File: src/rtl/alu_ctrl_pkg.sv
// Shared ALUControl encoding and execution-unit FSM state type.
// The ALU decoder imports the same constants so both sides agree on the code.
package alu_ctrl_pkg;

    localparam int unsigned ALU_CTRL_W = 3;

    localparam logic [ALU_CTRL_W-1:0] ALU_AND = 3'b000;
    localparam logic [ALU_CTRL_W-1:0] ALU_OR  = 3'b001;
    localparam logic [ALU_CTRL_W-1:0] ALU_ADD = 3'b010;
    localparam logic [ALU_CTRL_W-1:0] ALU_SUB = 3'b100;
    localparam logic [ALU_CTRL_W-1:0] ALU_MUL = 3'b101;
    localparam logic [ALU_CTRL_W-1:0] ALU_SLT = 3'b110;

    typedef enum logic [1:0] {
        ST_IDLE = 2'd0,
        ST_MUL  = 2'd1,
        ST_DONE = 2'd2
    } state_e;

endpackage

File: src/rtl/seq_multiplier.sv
// Iterative shift-add multiplier: one multiplier bit per cycle, fixed DATA_WIDTH iterations.
// done_c/product_c are combinational so the caller can register the product on the final iteration edge.
module seq_multiplier #(
    parameter int unsigned DATA_WIDTH = 32
) (
    input  logic                  clk_i,
    input  logic                  rst_i,
    input  logic                  start_i,
    input  logic [DATA_WIDTH-1:0] a_i,
    input  logic [DATA_WIDTH-1:0] b_i,
    output logic                  done_c,
    output logic [DATA_WIDTH-1:0] product_c
);

    localparam int unsigned PROD_W = 2 * DATA_WIDTH;
    localparam int unsigned CNT_W  = $clog2(DATA_WIDTH + 1);
    localparam logic [CNT_W-1:0] LAST_ITER = CNT_W'(DATA_WIDTH - 1);

    logic                  busy_q, busy_d;
    logic [CNT_W-1:0]      cnt_q, cnt_d;
    logic [PROD_W-1:0]     mcand_q, mcand_d;
    logic [DATA_WIDTH-1:0] mplier_q, mplier_d;
    logic [PROD_W-1:0]     acc_q, acc_d;
    logic [PROD_W-1:0]     acc_step_c;

    assign acc_step_c = mplier_q[0] ? (acc_q + mcand_q) : acc_q;
    assign done_c     = busy_q && (cnt_q == LAST_ITER);
    assign product_c  = acc_step_c[DATA_WIDTH-1:0];

    always_comb begin
        busy_d   = busy_q;
        cnt_d    = cnt_q;
        mcand_d  = mcand_q;
        mplier_d = mplier_q;
        acc_d    = acc_q;
        if (start_i) begin
            busy_d   = 1'b1;
            cnt_d    = '0;
            mcand_d  = PROD_W'(a_i);
            mplier_d = b_i;
            acc_d    = '0;
        end else if (busy_q) begin
            acc_d    = acc_step_c;
            mcand_d  = mcand_q << 1;
            mplier_d = mplier_q >> 1;
            cnt_d    = cnt_q + CNT_W'(1);
            if (cnt_q == LAST_ITER) begin
                busy_d = 1'b0;
            end
        end
    end

    always_ff @(posedge clk_i) begin
        if (rst_i) begin
            busy_q   <= 1'b0;
            cnt_q    <= '0;
            mcand_q  <= '0;
            mplier_q <= '0;
            acc_q    <= '0;
        end else begin
            busy_q   <= busy_d;
            cnt_q    <= cnt_d;
            mcand_q  <= mcand_d;
            mplier_q <= mplier_d;
            acc_q    <= acc_d;
        end
    end

endmodule

File: src/rtl/alu_exec_unit.sv
// ALU execution unit: valid/ready handshake around single-cycle logic/add/sub/slt
// and a DATA_WIDTH-cycle sequential multiply.
module alu_exec_unit
    import alu_ctrl_pkg::*;
#(
    parameter int unsigned DATA_WIDTH = 32,
    parameter int unsigned CTRL_WIDTH = 3
) (
    input  logic                  CLK,
    input  logic                  RST,
    input  logic                  in_valid,
    output logic                  in_ready,
    input  logic [DATA_WIDTH-1:0] SrcA,
    input  logic [DATA_WIDTH-1:0] SrcB,
    input  logic [CTRL_WIDTH-1:0] ALUControl,
    output logic                  out_valid,
    input  logic                  out_ready,
    output logic [DATA_WIDTH-1:0] ALUResult,
    output logic                  Zero
);

    state_e                state_q, state_d;
    logic [DATA_WIDTH-1:0] result_q, result_d;
    logic                  zero_q, zero_d;
    logic [DATA_WIDTH-1:0] alu_result_c;
    logic                  accept_c;
    logic                  is_mul_c;
    logic                  mul_start_c;
    logic                  mul_done_c;
    logic [DATA_WIDTH-1:0] mul_product_c;

    assign accept_c = in_valid && (state_q == ST_IDLE) && !RST;
    assign is_mul_c = (ALUControl == ALU_MUL);

    // Single-cycle operations; undefined codes yield zero.
    always_comb begin
        alu_result_c = '0;
        case (ALUControl)
            ALU_AND: alu_result_c = SrcA & SrcB;
            ALU_OR:  alu_result_c = SrcA | SrcB;
            ALU_ADD: alu_result_c = SrcA + SrcB;
            ALU_SUB: alu_result_c = SrcA - SrcB;
            ALU_SLT: alu_result_c = DATA_WIDTH'($signed(SrcA) < $signed(SrcB));
            default: alu_result_c = '0;
        endcase
    end

    seq_multiplier #(
        .DATA_WIDTH (DATA_WIDTH)
    ) u_mul (
        .clk_i     (CLK),
        .rst_i     (RST),
        .start_i   (mul_start_c),
        .a_i       (SrcA),
        .b_i       (SrcB),
        .done_c    (mul_done_c),
        .product_c (mul_product_c)
    );

    always_ff @(posedge CLK) begin
        if (RST) begin
            state_q  <= ST_IDLE;
            result_q <= '0;
            zero_q   <= 1'b0;
        end else begin
            state_q  <= state_d;
            result_q <= result_d;
            zero_q   <= zero_d;
        end
    end

    always_comb begin
        state_d = state_q;
        case (state_q)
            ST_IDLE: if (accept_c) state_d = is_mul_c ? ST_MUL : ST_DONE;
            ST_MUL:  if (mul_done_c) state_d = ST_DONE;
            ST_DONE: if (out_ready) state_d = ST_IDLE;
            default: state_d = ST_IDLE;
        endcase
    end

    // Result capture happens on the accept edge or the final multiply iteration.
    always_comb begin
        in_ready    = (state_q == ST_IDLE) && !RST;
        out_valid   = (state_q == ST_DONE);
        mul_start_c = 1'b0;
        result_d    = result_q;
        zero_d      = zero_q;
        case (state_q)
            ST_IDLE: begin
                if (accept_c) begin
                    if (is_mul_c) begin
                        mul_start_c = 1'b1;
                    end else begin
                        result_d = alu_result_c;
                        zero_d   = (alu_result_c == '0);
                    end
                end
            end
            ST_MUL: begin
                if (mul_done_c) begin
                    result_d = mul_product_c;
                    zero_d   = (mul_product_c == '0);
                end
            end
            default: ;
        endcase
    end

    assign ALUResult = result_q;
    assign Zero      = zero_q;

endmodule

File: config.mk
export PLATFORM = sky130hd
export DESIGN_NAME = alu_exec_unit
export DESIGN_NICKNAME = d
export VERILOG_FILES = /design/src/rtl/alu_ctrl_pkg.sv /design/src/rtl/seq_multiplier.sv /design/src/rtl/alu_exec_unit.sv
export SDC_FILE = /design/constraint.sdc
export NUM_CORES = 1
export LEC_CHECK = 0
export BUFFER_PORTS_ARGS = -buffer_cell sky130_fd_sc_hd__buf_2
export CAP_MARGIN = 10
export CELL_PAD_IN_SITES_DETAIL_PLACEMENT = 1
export CELL_PAD_IN_SITES_GLOBAL_PLACEMENT = 1
export CORE_MARGIN = 3
export CORE_UTILIZATION = 47
export CTS_BUF_LIST = sky130_fd_sc_hd__clkbuf_8
export DETAILED_ROUTE_END_ITERATION = 10
export PLACE_DENSITY_LB_ADDON = 0.15
export SLEW_MARGIN = 5
export SYNTH_ARGS = -nofsm -noshare
export SYNTH_HDL_FRONTEND = slang
export SYNTH_SLANG_ARGS = --single-unit
File: constraint.sdc
create_clock -name CLK -period 4.05 [get_ports CLK]
set_input_delay 0.2025 -clock CLK [delete_from_list [all_inputs] [get_ports CLK]]
set_output_delay 0.2025 -clock CLK [all_outputs]
set_load 0.03 [all_outputs]
==> impl_summary.md, run 1 <==
STA
The clock tree skew after final layout is 0.0257 ns. Counting I/O delays and the setup requirement, the final critical path takes 3.86 ns. The number of hold-slack violations in the final timing report came to 0.

At the pin with the least slew margin, the transition time is 1.03 ns. The worst pin sits at a relative slew slack of 31.1%. The count of final max-slew check failures was 0. The number of setup violations in the final report is 0.

The maximum achievable frequency is 259 MHz. After layout, the worst path uses between 90% and 100% of the clock period. The worst path setup slack after routing is 0.194 ns. The tightest hold path in the finished design has a slack of roughly 0.010 ns.

Drt
The length of routed met2 wiring is approximately 23 mm. The detailed-route wire length per cell is ~22 um. The highest layer touched by signal routing is met5.

Before antenna repair, the detailed router went through 7 iterations. The amount of wire on met3 after detailed routing is 3.10 mm. The count of nets left with antenna violations once routing finished came out at 0. After detailed routing, the total wire length is ~50 mm. For this block, wires on met1 add up to 22.6 mm.

In the routed design, unresolved DRC markers number 0. The number of vias per cell after detailed routing is 6.33. The overall via count from detail_route is ~14000. After the first detailed-routing iteration, the DRC count stood at 1326.

Yosys
The synthesized design contains roughly 140 register bits. Summing the areas of all xor and xnor instances in the mapped netlist gives 2.31% of the synthesized area. The share of synthesized cell area in full adder, half adder and majority cells is between 10% and 20%. In the synthesized netlist the async set-or-reset flop fraction comes to 0%. Synthesis produced 1783 cells.

The post-synthesis net count is just under 2000. Summing the sequential cell areas from Yosys gives 20.8% of the chip area. After synthesis, the largest family of logic cells by area is compound AO/OA/AOI/OAI gates. After synthesis, the mean cell area works out to 7.44 um2. The area fraction in compound gates after synthesis is 28.4%. The leading register cell type out of synthesis is sky130_fd_sc_hd__dfxtp_1. Yosys mapped a number of flops with a built-in enable equal to 0. Summing every instance area after synthesis gives 13300 um2. The number of distinct library cells after synthesis is 77. The fraction of the mapped netlist area in simple logic gates is ~20%. During synthesis, Yosys emitted a total of 0 warnings.

The proportion of synthesized area in mux cells is 8.32%.

Die
The floorplan die area is 30300 um2. The starting density of the core is 48.6%. The floorplan step set the die height to 174 um. In this run the core area contains 60 standard-cell rows. The core region is approximately 27000 um2.

The die extent in x is 174 um. The boundary pin count is 106.

Worst hold path
The path class of the tightest hold or removal check is in2reg. The cell depth of the worst min-delay path is 3.

Place
The congestion estimate from routability-driven global placement came to 0.942. The minimum setup slack after placement is 0.0510 ns. The total of buffers placed on input and output ports is 105. The number of placed instances, taps included, is 2214.

The half-perimeter wire length of the detailed placement result is 38.3 mm.

Power
In this run the static leakage power is between 6 and 7 nW. The power density relative to cell area is 257 nW/um2. IR analysis of the VDD net gives a maximum drop of 0.195 mV.

The completed layout was analyzed and its total power is 3.82 mW.

Setup path
The kind of critical path is reg2reg. The worst register-to-register path has a setup slack of roughly 0.19 ns. The slowest cell on the critical path is sky130_fd_sc_hd__or3_2. The most numerous cell type found on the critical path is sky130_fd_sc_hd__or4_1.

The kind of capture point of the worst setup path is a register. The worst reg-to-reg path cell count is 12. Data arrives at the worst endpoint at 4.28 ns. The signal on the critical path passes through ha_1 > a211o_1 > a21oi_1 > o31ai_1 > or3_2 > a41oi_1 > or4_1 > and3_1 > nand4_1 > or4_1 > o41a_1 > nand2_1. The data required time at the worst endpoint is around 4.5 ns. Of all nets on the critical path, the largest fanout is 5. The critical path launch point type is a register.

For this run, the slowest stage of the critical path takes 0.57 ns.

Final layout
Relative to the synthesized area, the layout overhead comes to 11.8%. The count of filler cells inserted in the layout is 3559. The net count reported at finish is 2071. Leaving out fill and tap cells, the most frequent cell in the layout is sky130_fd_sc_hd__nor2_1.

The repair_antennas step left the layout with diodes totalling 0. The total area of multi-input combinational cells is 9700 um2. The number of standard cells in the final layout excluding fillers is 2251. Once layout is complete, the utilization of the core stands at 54.3%. The library cells used most frequently in the layout, excluding fill and tap cells, are sky130_fd_sc_hd__nor2_1 (234), sky130_fd_sc_hd__dfxtp_1 (136), sky130_fd_sc_hd__nand2_1 (134), sky130_fd_sc_hd__a21oi_1 (134), sky130_fd_sc_hd__ha_1 (131). Cells with a size suffix above 1 make up 13.5% of the layout. The area taken by flip-flops and latches is 2770 um2.

Global route
The number of antenna violations at the first check in global routing is 1. The via count of the first global-routing pass came to 14100. Entering global routing, the biggest net connects 67 pins. The aggregate global-route resource usage is 32.1%. The overflow left after global routing is 0. The first-pass GRT wire length is 78.9 mm.

Clock tree
The clock passes through at most 2 buffers. The CTS tree is done. Clock-pin slew was measured on the worst setup and hold paths at 0.11 ns. The clock latency at the later pin of the worst-skew pair is ~0.50 ns. In this run the number of H-tree levels came out at 4. The number of sinks on the clock net is 138.

The number of CTS-inserted buffers is 17. The tree is rooted in a sky130_fd_sc_hd__clkbuf_8.

Status
The run finished with clean final reports.

Run
The number of max-cap violations is 0.
[final timing paths]
kind | startpoint | end
setup reg to reg | u_mul.acc_q[6]$_SDFFE_PP0P_ | Zero$_SDFFE_PP0P_
hold reg to reg | ALUResult[21]$_SDFFE_PP0P_ | ALUResult[21]$_SDFFE_PP0P_
hold / removal | SrcB[20] | u_mul.mplier_q[20]$_SDFFE_PP0P_
setup / recovery | u_mul.acc_q[6]$_SDFFE_PP0P_ | Zero$_SDFFE_PP0P_
[per-layer routing]
metal | GRT usage (%) | vias up
met5 | 0 | -
met4 | 7.41 | 2
met3 | 6.03 | 86
met2 | 52.7 | 452
met1 | 43.9 | 7034
li1 | - | 6668
[worst max-delay path, delay by kind of cell (launching register included)]
| kind | cells | cell delay [ns] |
|---|---|---|
| simple gates | 6 | 1.67 |
| compound gates | 5 | 1.41 |
| fa+ha+maj | 1 | 0.38 |
| flops | 1 | 0.34 |
[Yosys cell counts (all sizes together), types with 15 or more instances]
cell,count,area (um2)
inv,125,469
nand2,134,503
a21oi,134,671
ha,131,1640
dfxtp,138,2760
buf,23,108
nand2b,18,113
xnor2,24,210
nor4,17,113
nor2b,20,125
nor2,234,878
nand4,15,93.8
nor3,33,165
a211oi,117,888
a221oi,15,131
mux2i,108,1080
o211ai,38,285
a21o,18,135
nand3,34,170
a31oi,17,106
clkbuf,88,330
o21bai,15,113
o21ai,64,320
[cells by family after synthesis]
| group | Yosys count |
|---|---|
| AO/OA/AOI/OAI | 547 |
| XOR/XNOR | 35 |
| adder cells (fa/ha/maj) | 134 |
| buffers and inverters | 238 |
| flip-flops | 138 |
| multiplexers | 110 |
| AND/OR/NAND/NOR | 581 |
[repair_timing]
action	4_1_cts	5_1_grt
hold buffers	5	0
gates resized for setup	0	20
endpoints found under the setup margin	0	3
setup buffers	0	0
hold endpoints to repair	5	0
[through the flow]
step	instance area [um2]	setup TNS, ns
floorplan	13300	0
global placement	14300	0
detailed placement	14300	0
CTS	14800	0
global route	14800	-0.0206
finish	14800	0
[state kept, by name (all words and copies together) (netlist names)]
name            flops
u_mul.busy_q        1
state_q             2
u_mul.mcand_q      32
ALUResult          32
u_mul.cnt_q         6
Zero                1
u_mul.mplier_q     32
u_mul.acc_q        32
[area by class of cell]
| cell class | count | area share [%] |
|---|---|---|
| inverters | 127 | 3.21 |
| clock buffers | 17 | 1.58 |
| multi-input cells | 1407 | 65.3 |
| repair buffers | 175 | 7.19 |
| flip-flops and latches | 138 | 18.7 |
| well taps | 372 | 3.14 |
| clock inverters | 15 | 0.885 |
[where the power goes]
part	total, mW	switching (mW)	leakage, nW	internal (mW)
clock	1.16	0.709	0.185	0.448
sequential	1.42	0.0298	1.12	1.39
combinational	1.23	0.797	4.88	0.438
total	3.82	1.54	6.18	2.28
Power figures use the tool's default switching activity.
==> inputs of run 2 (changes only) <==
Settings changed: CORE_MARGIN 3 to not set.
==> impl_summary.md, run 2 (synthesis results as in run 1) <==
Setup path
The number of buffers and inverters on the critical path is 0. Grouping stages by cell kind, the critical path spends the most delay in compound AO/OA/AOI/OAI gates. STA puts the critical path data arrival time at 4.33 ns. The kind of critical path is reg2reg.

On the worst path, the slowest cell contributes a delay of 0.55 ns. The worst setup path is captured at a register. The slowest cell on the critical path is sky130_fd_sc_hd__or4_1.

The maximum fanout count along the critical path is 5. At the worst endpoint, the required time is between 4 and 5 ns. The critical path launch point type is a register.

The critical path goes through ha_1 > a211o_1 > a21oi_1 > o31ai_1 > or3_2 > a31oi_1 > o2111a_1 > and4_1 > o2111ai_1 > or4_1 > o41a_1 > nand2_1.

Clock tree
The number of CTS-inserted buffers is 17. The clock latency at the later pin of the worst-skew pair is 0.49 ns. The H-tree was split into 4 levels. Clock-pin slew was measured on the worst setup and hold paths at 0.10 ns. The CTS tree is done. Clock tree synthesis selected as its root buffer the cell sky130_fd_sc_hd__clkbuf_8. The number of sinks on the clock net is 138. The longest clock path from root to sink contains 2 buffers.

STA
Setup violations remaining at the end of the flow were counted as 0. Based on the critical path, the design can be clocked at up to 256 MHz. The tightest slew margin relative to the limit is 31.9%. The aggregate negative setup slack is 0 ns. The count of final max-slew check failures is 0.

The clock period could shrink to 3.90 ns. Setup repair after global routing left no endpoint under its margin. The number of hold-slack violations in the final timing report was 0. The clock tree skew after final layout is 0.0172 ns. Of the available clock period, the critical path in the final layout requires a little over nine tenths.

For the pin with the worst max-slew slack, the measured transition is 0.996 ns. Setup slack on the critical path of the routed design comes to 0.146 ns.

Place
The total of buffers placed on input and output ports is 105. Detailed placement ended at an HPWL of 38.8 mm. Routability-driven placement finished with a final weighted congestion of approximately 0.95.

The minimum setup slack after placement is around 0.07 ns.

Final layout
The top cell types in the final layout, fill and taps aside, are sky130_fd_sc_hd__nor2_1 (234), sky130_fd_sc_hd__dfxtp_1 (136), sky130_fd_sc_hd__nand2_1 (134), sky130_fd_sc_hd__a21oi_1 (134), sky130_fd_sc_hd__ha_1 (131). The most common cell after layout, fill and taps aside is sky130_fd_sc_hd__nor2_1. The net count reported at finish is 2073. The number of antenna diodes in the final layout is 0.

The share of final-layout standard cells stronger than drive strength 1 is 13.1%. From synthesis to final layout, the design area changed by 12.0%.

Status
The run finished with clean final reports.

Worst hold path
In this run the worst hold path is classified as in2reg.

Power
The largest voltage drop on the vdd net is 0.213 mV. The leakage power is 6.20 nW. Dividing total power by cell area gives a power density of around 260 nW/um2.

Drt
For this block, the initial DRC count from the detailed router was between 1000 and 1500. The detailed-route wire length per cell is 22.4 um. The residual antenna-violating net count after detailed routing is 0. The overall via count from detail_route is 14300. The first detailed-routing pass took 6 iterations.

The post-detailed-route DRC marker count is 0. The number of vias per cell after detailed routing is 6.32. The routed design has 50.6 mm of wire.

Die
The core area is 27800 um2. The floorplan die area is between 20000 and 30000 um2. The boundary pin count is 106. The die extent in x is 170 um. The standard-cell row count is 61. The die is about 170 um tall. Once the floorplan was initialized, standard cells occupied 47.8% of the core.

Global route
The aggregate global-route resource usage is 35.1%. The via count of the first global-routing pass is 14200. The total overflow left after global routing is 0. The number of antenna violations at the first check in global routing is 0. The first global-routing pass estimated around 80 mm of wire. The maximum number of pins on one net before global-route repair is 128.

Run
The number of max-cap violations is 0.
[run 2: metal layers]
layer	global-route usage, %	up-vias	share of wire [%]
li1	-	6673	-
met1	48.2	7022	46
met2	57.8	511	46
met3	4.74	62	6.5
met4	8.03	0	1.7
met5	0	-	0
[run 2: cell type report]
type                    count  area (um2)
repair buffers            177        1100
clock buffers              20         275
clock inverters            12         125
multi-input cells        1407        9650
flip-flops and latches    138        2770
inverters                 127         477
well taps                 378         473
fillers                  3601       12900
[run 2: repair_timing]
action	in CTS	in global routing
buffers inserted	0	1
setup endpoints to repair	0	2
hold endpoints to repair	6	0
hold buffers	6	0
resized for setup	0	8
[run 2: power breakdown]
group	total, mW	switching (mW)	internal (mW)	leakage [nW]
registers	1.42	0.0295	1.39	1.12
clock network	1.23	0.674	0.552	0.201
logic	1.23	0.802	0.431	4.88
total	3.88	1.51	2.38	6.20
[run 2: tightest hold or removal path, cell delays in order]
cell                       delay, ns
sky130_fd_sc_hd__buf_2          0.12
sky130_fd_sc_hd__nor2_1         0.09
sky130_fd_sc_hd__a211oi_1       0.05
[run 2: worst paths after layout]
check                                        end  slack [ns]  cells after the start                        start
hold reg to reg       ALUResult[17]$_SDFFE_PP0P_        0.45                      2   ALUResult[17]$_SDFFE_PP0P_
setup / recovery               Zero$_SDFFE_PP0P_        0.15                     12  u_mul.acc_q[6]$_SDFFE_PP0P_
hold / removal    u_mul.mplier_q[2]$_SDFFE_PP0P_        0.02                      3                      SrcB[2]
setup reg to reg               Zero$_SDFFE_PP0P_        0.15                     12  u_mul.acc_q[6]$_SDFFE_PP0P_
[run 2: stage by stage]
stage               hold slack (ns)  power, mW  std cells  instance area (um2)  utilization, %
floorplan                     0.339       2.21       1783                13300               -
global placement              0.436       2.62       2220                14400            51.7
detailed placement            0.443       2.65       2220                14400            51.7
CTS                         0.00120       3.87       2258                14800            53.4
global route                0.00767       4.06       2259                14900            53.5
finish                       0.0189       3.88       2259                14900            53.5
